[config.mk]
export PLATFORM = sky130hd
export DESIGN_NAME = uncache_access_unit
export DESIGN_NICKNAME = d
export VERILOG_FILES = /design/src/rtl/uncache_access_unit.sv
export SDC_FILE = /design/constraint.sdc
export NUM_CORES = 1
export LEC_CHECK = 0
export CAP_MARGIN = 25
export CORE_ASPECT_RATIO = 1.25
export CORE_MARGIN = 8
export CORE_UTILIZATION = 39
export CTS_BUF_LIST = sky130_fd_sc_hd__clkbuf_8
export CTS_CLUSTER_DIAMETER = 200
export DETAILED_ROUTE_END_ITERATION = 10
export PLACE_DENSITY_LB_ADDON = 0.15
export SLEW_MARGIN = 5
export SYNTH_ARGS = -nofsm -noshare
export SYNTH_HDL_FRONTEND = slang
export SYNTH_SLANG_ARGS = --single-unit
[constraint.sdc]
create_clock -name clk -period 1.6 [get_ports clk]
set_input_delay 0.32 -clock clk [delete_from_list [all_inputs] [get_ports clk]]
set_output_delay 0.32 -clock clk [all_outputs]
set_load 0.02 [all_outputs]
[src/rtl/uncache_access_unit.sv]
// Uncached (MMIO) access unit, downstream of dcache address translation.
// Loads are issued as single-beat bus reads. Stores go through a one-entry
// store buffer and respond to the dcache as soon as they are buffered.
//
// Ports
//   clk, rst                   clock, asynchronous active-low reset
//   req_valid/req_ready        request handshake from dcache
//   req_paddr/store/size/
//   signed/wstrb/wdata         request attributes (paddr already translated)
//   flush                      cancels a pending load, never a buffered store
//   resp_valid/rdata/err       one-cycle response pulse to dcache
//   rd_req/rd_addr/rd_ready    bus read request channel
//   ret_valid/ret_data         bus read return
//   wr_req/addr/size/strb/data bus write request channel
//   wr_ready/wr_done           bus write accept and completion
//
// Read FSM
//   state  | meaning
//   R_IDLE | ready for a request (when store buffer is empty)
//   R_REQ  | rd_req asserted, waiting for rd_ready
//   R_WAIT | read accepted, waiting for ret_valid or timeout
//   R_RESP | resp_valid pulse (load data, timeout error or store ack)
// Write FSM
//   state  | meaning
//   W_IDLE | store buffer empty or not yet presented
//   W_REQ  | wr_req asserted from the buffer, waiting for wr_ready
//   W_WAIT | write accepted, waiting for wr_done or timeout
module uncache_access_unit #(
   parameter int unsigned BUS_TIMEOUT = 255,
   parameter logic [31:0] ERR_RDATA   = 32'hdead_beef
) (
   input  logic        clk,
   input  logic        rst,
   input  logic        req_valid,
   output logic        req_ready,
   input  logic [31:0] req_paddr,
   input  logic        req_store,
   input  logic [1:0]  req_size,
   input  logic        req_signed,
   input  logic [3:0]  req_wstrb,
   input  logic [31:0] req_wdata,
   input  logic        flush,
   output logic        resp_valid,
   output logic [31:0] resp_rdata,
   output logic        resp_err,
   output logic        rd_req,
   output logic [31:0] rd_addr,
   input  logic        rd_ready,
   input  logic        ret_valid,
   input  logic [31:0] ret_data,
   output logic        wr_req,
   output logic [31:0] wr_addr,
   output logic [1:0]  wr_size,
   output logic [3:0]  wr_strb,
   output logic [31:0] wr_data,
   input  logic        wr_ready,
   input  logic        wr_done
);

   typedef enum logic [1:0] {R_IDLE = 2'd0, R_REQ = 2'd1, R_WAIT = 2'd2, R_RESP = 2'd3} rstate_t;
   typedef enum logic [1:0] {W_IDLE = 2'd0, W_REQ = 2'd1, W_WAIT = 2'd2} wstate_t;

   localparam int unsigned CW = (BUS_TIMEOUT > 1) ? $clog2(BUS_TIMEOUT + 1) : 1;
   // With BUS_TIMEOUT = 0 this wraps, but tmo_hit is gated off in that case.
   localparam logic [CW-1:0] TMO_LAST = CW'(BUS_TIMEOUT - 1);

   rstate_t rstate, rnext;
   wstate_t wstate, wnext;

   logic        sb_valid;
   logic [31:0] sb_addr;
   logic [1:0]  sb_size;
   logic [3:0]  sb_strb;
   logic [31:0] sb_data;

   logic [29:0] ld_addr;
   logic [1:0]  ld_off;
   logic [1:0]  ld_size;
   logic        ld_signed;
   logic        drop;
   logic [31:0] resp_data;
   logic        resp_err_q;
   logic [CW-1:0] tmo_cnt;

   logic        accept;
   logic        in_wait;
   logic        wait_entry;
   logic        tmo_hit;
   logic [31:0] shifted;
   logic [31:0] ext;

   // A pending store blocks every new request, which keeps MMIO ordering.
   // rst gates req_ready so every output reads 0 while reset is held.
   assign req_ready  = rst && (rstate == R_IDLE) && !sb_valid;
   assign accept     = req_valid && req_ready;

   assign in_wait    = (rstate == R_WAIT) || (wstate == W_WAIT);
   assign wait_entry = ((rnext == R_WAIT) && (rstate != R_WAIT)) ||
                       ((wnext == W_WAIT) && (wstate != W_WAIT));
   assign tmo_hit    = (BUS_TIMEOUT != 0) && in_wait && (tmo_cnt == TMO_LAST);

   assign shifted = ret_data >> {ld_off, 3'b000};

   always_comb begin
      ext = shifted;
      case (ld_size)
         2'd0:    ext = {{24{ld_signed & shifted[7]}}, shifted[7:0]};
         2'd1:    ext = {{16{ld_signed & shifted[15]}}, shifted[15:0]};
         default: ext = shifted;
      endcase
   end

   always_comb begin
      rnext = rstate;
      case (rstate)
         R_IDLE: if (accept) rnext = req_store ? R_RESP : R_REQ;
         R_REQ: begin
            if (rd_ready)   rnext = R_WAIT;
            else if (flush) rnext = R_IDLE;
         end
         // A flushed load still consumes its return beat but skips R_RESP.
         R_WAIT: if (ret_valid || tmo_hit) rnext = (drop || flush) ? R_IDLE : R_RESP;
         R_RESP: rnext = R_IDLE;
         default: rnext = R_IDLE;
      endcase
   end

   always_comb begin
      wnext = wstate;
      case (wstate)
         W_IDLE:  if (sb_valid) wnext = W_REQ;
         W_REQ:   if (wr_ready) wnext = W_WAIT;
         W_WAIT:  if (wr_done || tmo_hit) wnext = W_IDLE;
         default: wnext = W_IDLE;
      endcase
   end

   always_ff @(posedge clk or negedge rst) begin
      if (!rst) begin
         rstate     <= R_IDLE;
         ld_addr    <= '0;
         ld_off     <= '0;
         ld_size    <= '0;
         ld_signed  <= 1'b0;
         drop       <= 1'b0;
         resp_data  <= '0;
         resp_err_q <= 1'b0;
      end else begin
         rstate <= rnext;
         if (accept) begin
            drop <= 1'b0;
            if (req_store) begin
               resp_data  <= '0;
               resp_err_q <= 1'b0;
            end else begin
               ld_addr   <= req_paddr[31:2];
               ld_off    <= req_paddr[1:0];
               ld_size   <= req_size;
               ld_signed <= req_signed;
            end
         end
         if ((rstate == R_REQ) && rd_ready) drop <= flush;
         if (rstate == R_WAIT) begin
            if (flush) drop <= 1'b1;
            if (ret_valid) begin
               resp_data  <= ext;
               resp_err_q <= 1'b0;
            end else if (tmo_hit) begin
               resp_data  <= ERR_RDATA;
               resp_err_q <= 1'b1;
            end
         end
      end
   end

   always_ff @(posedge clk or negedge rst) begin
      if (!rst) begin
         wstate   <= W_IDLE;
         sb_valid <= 1'b0;
         sb_addr  <= '0;
         sb_size  <= '0;
         sb_strb  <= '0;
         sb_data  <= '0;
      end else begin
         wstate <= wnext;
         if (accept && req_store) begin
            sb_valid <= 1'b1;
            sb_addr  <= req_paddr;
            sb_size  <= req_size;
            sb_strb  <= req_wstrb;
            sb_data  <= req_wdata;
         end else if ((wstate == W_WAIT) && (wr_done || tmo_hit)) begin
            sb_valid <= 1'b0;
         end
      end
   end

   // Read and write waits never overlap, so one counter serves both.
   always_ff @(posedge clk or negedge rst) begin
      if (!rst)            tmo_cnt <= '0;
      else if (wait_entry) tmo_cnt <= '0;
      else if (in_wait)    tmo_cnt <= tmo_cnt + CW'(1);
   end

   assign rd_req     = (rstate == R_REQ);
   assign rd_addr    = {ld_addr, 2'b00};
   assign wr_req     = (wstate == W_REQ);
   assign wr_addr    = sb_addr;
   assign wr_size    = sb_size;
   assign wr_strb    = sb_strb;
   assign wr_data    = sb_data;
   assign resp_valid = (rstate == R_RESP) && !flush;
   assign resp_rdata = resp_valid ? resp_data : 32'h0;
   assign resp_err   = resp_valid && resp_err_q;

endmodule

# [Yosys cells after proc, flatten, opt, wreduce, memory -nomap -nowiden]
# Cells that the tools add are included.
[classes] addsub=1 shift=1 reduce_logical=24 n_eq_ne=11 mux=31 n_bitwise=3
[ops] op="$mux W32" count=6
[ops] op="$pmux W32 S2" count=1
[ops] op="$shr A32 B5 Y32" count=1
[ops] op="$mux W2" count=9
[ops] op="$mux W8" count=2
[ops] op="$logic_and A1 B1 Y1" count=11
[ops] op="$mux W1" count=11
[ops] op="$eq A2 B2 Y1 const B" count=5
[ops] op="$add A8 B1 Y8 const B" count=1
[ops] op="$eq A8 B8 Y1 const B" count=1
[ops] op="$pmux W2 S4" count=1
[ops] op="$eq A2 B1 Y1 const B" count=3
[ops] op="$logic_not A2 Y1" count=3
[ops] op="$pmux W2 S3" count=1
[ops] op="$logic_or A1 B1 Y1" count=5
[ops] op="$ne A2 B2 Y1 const B" count=2
[ops] op="$reduce_bool A2 Y1" count=2
[ops] op="$and A1 B1 Y1" count=2
[ops] op="$logic_not A1 Y1" count=2
[ops] op="$reduce_and A2 Y1" count=1
[ops] op="$not A1 Y1" count=1
[totals] reg_bits=152 out_inout_bits=139

# [Depth between registers and ports, before layout]
# Gate-level depths: netlist of the first run.
[depth] word_depth=10 ltp_mapped=7 mapped_depth_nobuf=6

# [Worst setup path after synthesis of the first run]
# OpenSTA, ideal clock, no wires.
[synth_path] kind="flip-flop to output port" from="register rstate[1]" to="output port resp_rdata[22]" path_slack_ns=-0.172 path_stages_with_launch=6 t_required_ns=1.280 n_path_buf=2 t_arrival_ns=1.452 path_cell_list="dfrtp_1 -> buf_2 -> nand2_1 -> nor2_1 -> clkbuf_1 -> and2_1"
[synth_between] elab_chain_cells=3
[synth_rtl] item="from (decl)" line="67" rtl="rstate_t rstate, rnext;"
[synth_rtl] item="from (signal assigned)" line="149" rtl="rstate <= rnext;"
[synth_rtl] item="$eq A2 B2 Y1" line="212" rtl="assign resp_valid = (rstate == R_RESP) && !flush;"
[synth_rtl] item="$logic_and A1 B1 Y1" line="212"
[synth_rtl] item="net resp_valid" line="43" rtl="output logic resp_valid,"
[synth_rtl] item="$mux W32" line="213" rtl="assign resp_rdata = resp_valid ? resp_data : 32'h0;"
[synth_rtl] item="to (decl)" line="44" rtl="output logic [31:0] resp_rdata,"
# The timed path passes the listed nets, and every way through them passes these cells.

# [Final worst setup path of the first run]
[layout_path] from="register rstate[1]" to="register sb_addr[31] (netlist: wr_addr[31])"
[layout_between] elab_chain_cells=5
[layout_rtl] item="$logic_not A2 Y1" line="94" rtl="assign req_ready = rst && (rstate == R_IDLE) && !sb_valid;"
[layout_rtl] item="$logic_and A1 B1 Y1 (2 in series)" line="94"
[layout_rtl] item="$logic_and A1 B1 Y1" line="95" rtl="assign accept = req_valid && req_ready;"
[layout_rtl] item="$logic_and A1 B1 Y1" line="186" rtl="if (accept && req_store) begin"
[layout_rtl] item="to (signal assigned)" line="188" rtl="sb_addr <= req_paddr;"
[layout_rtl] item="to (decl)" line="71" rtl="logic [31:0] sb_addr;"
# Every way passes these cells.
# A chain may end at the register's enable or synchronous reset.

==> summary.txt, run 1 <==
Outcome
  – Status: finished, violations left
  – Failing checks: setup timing

Logic synthesis
  – Synth Area per Inst: 12.5 sq um
  – Syn Std Cell Area: 6870 sq um
  – Post-synth top area cell: dfrtp_1
  – Synthesized flop and latch total: 152
  – Synth Instances: 551
  – Number of library cell types mapped by synthesis: 53
  – Asr flop ratio synth: 1.00
  – Synth top area share: 0.554
  – Post-synth EDFFs: 0
  – Synth warn: 0
  – Area contributors post-synth: dfrtp_1 (55%), mux2_2 (14%), mux2_1 (4.6%), and2_1 (3.0%), nand2_1 (2.4%)
  – Sequential cell area fraction in the yosys report: 0.554
  – Ys flop type: dfrtp_1

Route
  – Routed wire length: 23,700 um
  – DR WL/cell: 21.4 um
  – Drc violations: 0
  – Vias post-DR: 5,716
  – Initial DRC count: 326
  – Antenna Violating Nets Remaining: 0
  – Number of vias per cell: 5.18
  – Drt pass-1 iters: 5

Timing
  – Layout Skew: 0.0121 ns
  – RSZ-0062 raised after global routing: true
  – Fin. max-slew vios: 0
  – Clock period minus worst slack: 1.97 ns
  – Final WS setup: -0.371 ns
  – Final setup fails: 177
  – Final Cycle Share: 1.23
  – Final Hold Fails: 0
  – Final hold slack: 0.464 ns
  – FMAX: 507 MHz
  – Max-slew headroom: 0.459
  – Least-Margin Pin Slew: 0.811 ns

CTS
  – CTS root buf: clkbuf_8
  – Clk slew on worst S/H paths: 0.09 ns
  – CTS tree: yes
  – Cts bufs inserted: 17
  – Clk_lat worst skew: 0.46 ns
  – CTS sink count: 152
  – Htree depth: 4
  – Clock Tree Buf Depth: 2

Global routing
  – Grt total ovfl: 0
  – Met1 Usage GRT: 0.214
  – First-pass GRT wire length: 35,300 um
  – Total track usage: 0.207
  – GRT met2 Usage: 0.364
  – Met3 Usage GRT: 0.0872
  – Largest net degree at the start of global routing: 62
  – Grt peak-use layer: met2
  – Vias in the first global route: 6,344
  – Initial antenna violation count: 0

Hold path
  – Hold Path Class: in -> reg

Place
  – Detailed placer's ending HPWL: 16,100 um
  – Worst Setup Slack post-DPL: -0.703 ns
  – IO buf count: 248
  – Dpl cell area: 9900 sq um
  – GP Congestion: 0.823
  – Placed cells: 1,036

Finish
  – Fillers: 1,357
  – Final instance area: 11,300 sq um
  – Finished Layout Cells: 1,103
  – Antenna Diode Count: 0
  – Share of layout cells above drive strength 1: 0.392
  – Synthesis-to-finish area growth: 64.4%
  – Final #Nets: 980

Floorplan
  – Die height: 164 um
  – Die width: 135 um
  – Initial Utilization: 0.395
  – Num rows: 54
  – Core Footprint: 17,400 sq um
  – IO Count: 251
  – Full die area: 22,100 sq um

Power
  – Peak VDD IR: 1.03 mV
  – Power Density: 1720 nW/um^2
  – LEAKAGE: 5.19 nW

Worst setup path
  – Critical path required time: 1.95 ns
  – Worst setup SP type: register
  – Crit Path Max Fanout: 7
  – Crit Path Category: reg -> reg
  – Crit. End Element: register
  – Arr. time, crit path: 2.32 ns

Job
  – Max-Cap Viols: 0
==> where the power goes <==
group	internal [W]	switching, W	total (W)
sequential	0.00568	0.00123	0.00691
combinational	0.00472	0.00493	0.00965
clock	0.00126	0.00158	0.00285
total	0.0117	0.00774	0.0194
==> registers in the layout, indices dropped and copies added, names as in the netlist, 4 cells and up <==
name,flops
tmo_cnt,8
wr_strb,4
resp_data,32
wr_addr,32
wr_data,32
ld_addr,30
==> cell usage after synthesis, drive strengths merged (3+ instances only) <==
library cell	instances
o2111ai	3
o211ai	6
a211oi	5
nor2b	9
xor2	4
dfrtp	152
inv	6
buf	23
a32o	3
a22oi	13
and3	3
and2	33
o2bb2ai	5
xnor2	3
nor2	22
mux2	116
o21ai	15
mux2i	14
clkbuf	13
nand2	43
a311o	5
nand3	3
a21oi	24
nand2b	3
==> per-stage QoR <==
| stage | util | total power, W | TNS [ns] |
|---|---|---|---|
| 2_1_floorplan | - | 0.0116 | -0.129 |
| 3_5_place_dp | 0.570 | 0.0162 | -48.85 |
| 6_report | 0.650 | 0.0194 | -52.85 |
| 5_1_grt | 0.650 | 0.0205 | -68.04 |
| 3_3_place_gp | 0.570 | 0.0160 | -44.71 |
| 4_1_cts | 0.626 | 0.0189 | -48.20 |
==> routing by layer <==
layer	wire [um]	share of wire
met3	2050	0.087
met1	8480	0.36
met4	610	0.026
met5	0	0
met2	12500	0.53
==> cell families after synthesis <==
kind of cell    share of synthesized area
flops                               0.554
xor+xnor                          0.00893
fa+ha+maj                         0.00364
simple gates                       0.0966
mux                                 0.214
buf+inv                            0.0317
compound gates                     0.0906
other cells                      0.000546
==> layout by cell type, fill, tap and decap left out, types with 6 or more instances in the layout <==
master,n
a21oi_1,15
a21oi_2,8
a22oi_2,12
and2_4,33
buf_12,11
buf_4,38
buf_6,53
clkbuf_16,6
clkbuf_8,17
clkdlybuf4s50_1,110
dfrtp_1,151
dlygate4sd2_1,97
inv_1,7
mux2_1,16
mux2_2,65
mux2_4,35
mux2i_1,14
nand2_1,27
nand2_2,14
nor2_1,20
nor2b_1,7
o211ai_1,6
o21ai_1,9
==> critical path, stage by stage, from the launching register on <==
cell and delay (ns):
dfrtp_1 0.40, buf_4 0.15, nor3b_4 0.24, buf_4 0.16, nand4b_1 0.15, buf_4 0.19, buf_12 0.14, clkbuf_16 0.15
mux2_2 0.27
==> repair_timing <==
| item | CTS | global route |
|---|---|---|
| resized for setup | 382 | 120 |
| hold buffers | 2 | 0 |
| pin swaps | 13 | 45 |
| endpoints found under the setup margin | 276 | 188 |
| hold endpoints to repair | 33 | 0 |
| gates cloned | 9 | 6 |
| setup buffers | 23 | 4 |
==> cell type report <==
cell class	instances	area, sq um	area share
Clock buffer	17	234	0.0207
Clock inverter	15	144	0.0127
Inverter	6	22.5	0.00200
Multi-Input combinational cell	358	3310	0.293
Sequential cell	152	3800	0.337
Tap cell	224	280	0.0248
Timing Repair Buffer	331	3490	0.309
==> final timing paths <==
path	to	slack (ns)	startpoint	cells past startpoint
worst min-delay path	wr_data[17]$_DFFE_PN0P_	0.46	req_wdata[17]	2
worst max-delay path	wr_addr[31]$_DFFE_PN0P_	-0.37	rstate[1]$_DFF_PN0_	8
worst min register to register	wr_addr[8]$_DFFE_PN0P_	0.50	wr_addr[8]$_DFFE_PN0P_	1
max in group asynchronous	ld_off[1]$_DFFE_PN0P_	0.26	rst	4
min in group asynchronous	drop$_DFF_PN0_	0.48	rst	4
worst max register to register	wr_addr[31]$_DFFE_PN0P_	-0.37	rstate[1]$_DFF_PN0_	8
(Power assumes the default switching activity.)
==> run 2, diff against run 1 <==
--- a/config.mk
+++ b/config.mk
@@ -12,8 +12,10 @@
 export CTS_BUF_LIST = sky130_fd_sc_hd__clkbuf_8
 export CTS_CLUSTER_DIAMETER = 200
 export DETAILED_ROUTE_END_ITERATION = 10
+export GPL_TIMING_DRIVEN = 0
+export HOLD_SLACK_MARGIN = 0.06
 export PLACE_DENSITY_LB_ADDON = 0.15
-export SLEW_MARGIN = 5
+export SLEW_MARGIN = 20
 export SYNTH_ARGS = -nofsm -noshare
 export SYNTH_HDL_FRONTEND = slang
 export SYNTH_SLANG_ARGS = --single-unit
==> summary.txt, run 2 (same netlist as run 1, synthesis figures left out) <==
Finish
  – Share of layout cells above drive strength 1: 0.305
  – Commonest non-fill, non-tap cell in the layout: clkdlybuf4s50_1
  – Synthesis-to-finish area growth: 54.6%
  – Final #Nets: 957
  – Fillers: 1,396
  – Most frequent cells in the layout: clkdlybuf4s50_1 (193), dfrtp_1 (152), mux2_2 (76), nand2_1 (42), buf_6 (29)

Timing
  – Fin Setup TNS: -65.62 ns
  – FMAX: 487 MHz
  – Clock period minus worst slack: 2.06 ns
  – Fin. max-slew vios: 0
  – Final Cycle Share: 1.28
  – RSZ-0062 raised after global routing: true
  – Least-Margin Pin Slew: 0.521 ns
  – Final WS setup: -0.455 ns
  – Final hold slack: -0.250 ns
  – Final Hold Fails: 72
  – Final setup fails: 264
  – Max-slew headroom: 0.650
  – Layout Skew: 0.0199 ns

Route
  – Initial DRC count: 289
  – Drc violations: 0
  – Antenna Violating Nets Remaining: 0
  – Routed wire length: 22,400 um
  – Drt pass-1 iters: 5
  – Vias post-DR: 5,541
  – Number of vias per cell: 5.13
  – DR WL/cell: 20.7 um

CTS
  – Cts bufs inserted: 17
  – Clock Tree Buf Depth: 2
  – CTS root buf: clkbuf_8
  – CTS tree: yes
  – Htree depth: 4
  – Clk_lat worst skew: 0.45 ns
  – CTS sink count: 152
  – Clk slew on worst S/H paths: 0.08 ns

Outcome
  – Status: finished, violations left
  – Failing checks: hold timing, setup timing

Floorplan
  – Die height: 164 um
  – Core Footprint: 17,400 sq um
  – Num rows: 54
  – Die width: 135 um
  – Full die area: 22,100 sq um
  – Initial Utilization: 0.395
  – IO Count: 251

Worst setup path
  – CP max stage delay: 0.40 ns
  – Crit. End Element: register
  – Worst setup SP type: register
  – CP bufs+invs: 4
  – Crit Path Max Fanout: 5
  – Slowest CP cell: dfrtp_1
  – Critical path required time: 1.94 ns
  – Top cell by count, worst path: buf_4
  – Cell Chain, Critical Path: buf_4 -> buf_4 -> nor3b_4 -> nand3b_1 -> nor2_4 -> buf_12 -> clkbuf_16 -> mux2_2
  – Cell family with most CP delay: simple AND/OR/NAND/NOR gates
  – Crit Path Category: reg -> reg
  – Arr. time, crit path: 2.39 ns

Global routing
  – Met3 Usage GRT: 0.0949
  – Initial antenna violation count: 1
  – Grt peak-use layer: met2
  – Met1 Usage GRT: 0.205
  – Vias in the first global route: 6,155
  – GRT met2 Usage: 0.348
  – First-pass GRT wire length: 34,300 um
  – Largest net degree at the start of global routing: 81
  – Total track usage: 0.202
  – Grt total ovfl: 0

Place
  – Detailed placer's ending HPWL: 16,600 um
  – IO buf count: 248
  – GP Congestion: 0.821

Power
  – Power Density: 1840 nW/um^2
  – LEAKAGE: 4.71 nW
  – Peak VDD IR: 1.15 mV

Hold path
  – Hold Path Class: in -> async

Job
  – Max-Cap Viols: 0
-- run 2: cell count changes in the layout (fill, tap and decap cells not counted), moves of 13 or more --
cell | previous run | this run
buf_4 | 38 | 20
dlygate4sd2_1 | 97 | 17
and2_1 | 0 | 13
nand2_2 | 14 | 0
clkdlybuf4s50_1 | 110 | 193
buf_6 | 53 | 29
mux2_4 | 35 | 22
nand2_1 | 27 | 42
buf_2 | 1 | 16
and2_4 | 33 | 16
-- run 2: worst reg2reg max path: cells and delay by family, from the launching register on --
kind | cells | cell delay [ns]
and+or+nand+nor | 3 | 0.65
buffers and inverters | 4 | 0.59
DFF | 1 | 0.40
muxes | 1 | 0.32
-- run 2: final cells by class --
type	instances	area [sq um]	area share
diodes	1	2.50	0.000236
plain buffers	36	299	0.0282
clock buffers	19	262	0.0246
clock inverters	13	168	0.0158
inverters	6	22.5	0.00212
multi-input cells	359	3040	0.286
flip-flops and latches	152	3800	0.358
well taps	224	280	0.0264
repair buffers	271	2740	0.258
-- run 2: per-layer routing --
layer | vias to the layer above | wire (um)
li1 | 2548 | -
met1 | 2755 | 7980
met2 | 207 | 11600
met3 | 31 | 2260
met4 | 0 | 607
met5 | - | 0
-- run 2: final timing paths --
check / startpoint / end / slack [ns] / cells past startpoint
min in group clk: req_wdata[3] / wr_data[3]$_DFFE_PN0P_ / 0.47 / 2
max in group asynchronous: rst / wr_addr[24]$_DFFE_PN0P_ / 1.12 / 2
setup / recovery: rstate[1]$_DFF_PN0_ / ld_addr[24]$_DFFE_PN0P_ / -0.46 / 8
hold reg to reg: ld_addr[20]$_DFFE_PN0P_ / ld_addr[20]$_DFFE_PN0P_ / 0.49 / 1
hold / removal: rst / tmo_cnt[3]$_DFFE_PN0P_ / -0.25 / 1
setup reg to reg: rstate[1]$_DFF_PN0_ / ld_addr[24]$_DFFE_PN0P_ / -0.46 / 8
-- run 2: what timing repair did --
item	in CTS	in global routing
gates resized for setup	226	72
pin swaps	6	7
cloned	4	2
endpoints found under the setup margin	277	269
hold endpoints to repair	72	72
setup buffers	8	11
-- run 2: report_power, final --
group	switching [W]	internal, W	total (W)
sequential	0.00111	0.00568	0.00678
combinational	0.00477	0.00481	0.00958
clock	0.00151	0.00164	0.00316
-- run 2: per-stage QoR --
stage | area, sq um | util | total power, W | cells | setup WS [ns]
global placement | 9660 | 0.556 | 0.0157 | 1024 | -6.52
detailed placement | 9690 | 0.558 | 0.0160 | 1025 | -1.18
finish | 10600 | 0.611 | 0.0195 | 1081 | -0.455
global route | 10600 | 0.611 | 0.0207 | 1081 | -0.515
floorplan | 6900 | - | 0.0116 | 552 | -0.00891
CTS | 10200 | 0.589 | 0.0193 | 1069 | -0.483
==> run 3, diff against run 2 <==
--- a/config.mk
+++ b/config.mk
@@ -12,7 +12,6 @@
 export CTS_BUF_LIST = sky130_fd_sc_hd__clkbuf_8
 export CTS_CLUSTER_DIAMETER = 200
 export DETAILED_ROUTE_END_ITERATION = 10
-export GPL_TIMING_DRIVEN = 0
 export HOLD_SLACK_MARGIN = 0.06
 export PLACE_DENSITY_LB_ADDON = 0.15
 export SLEW_MARGIN = 20
==> results of run 3 <==
Same layout as run 1: the final DEF is identical, and so are final timing and power.
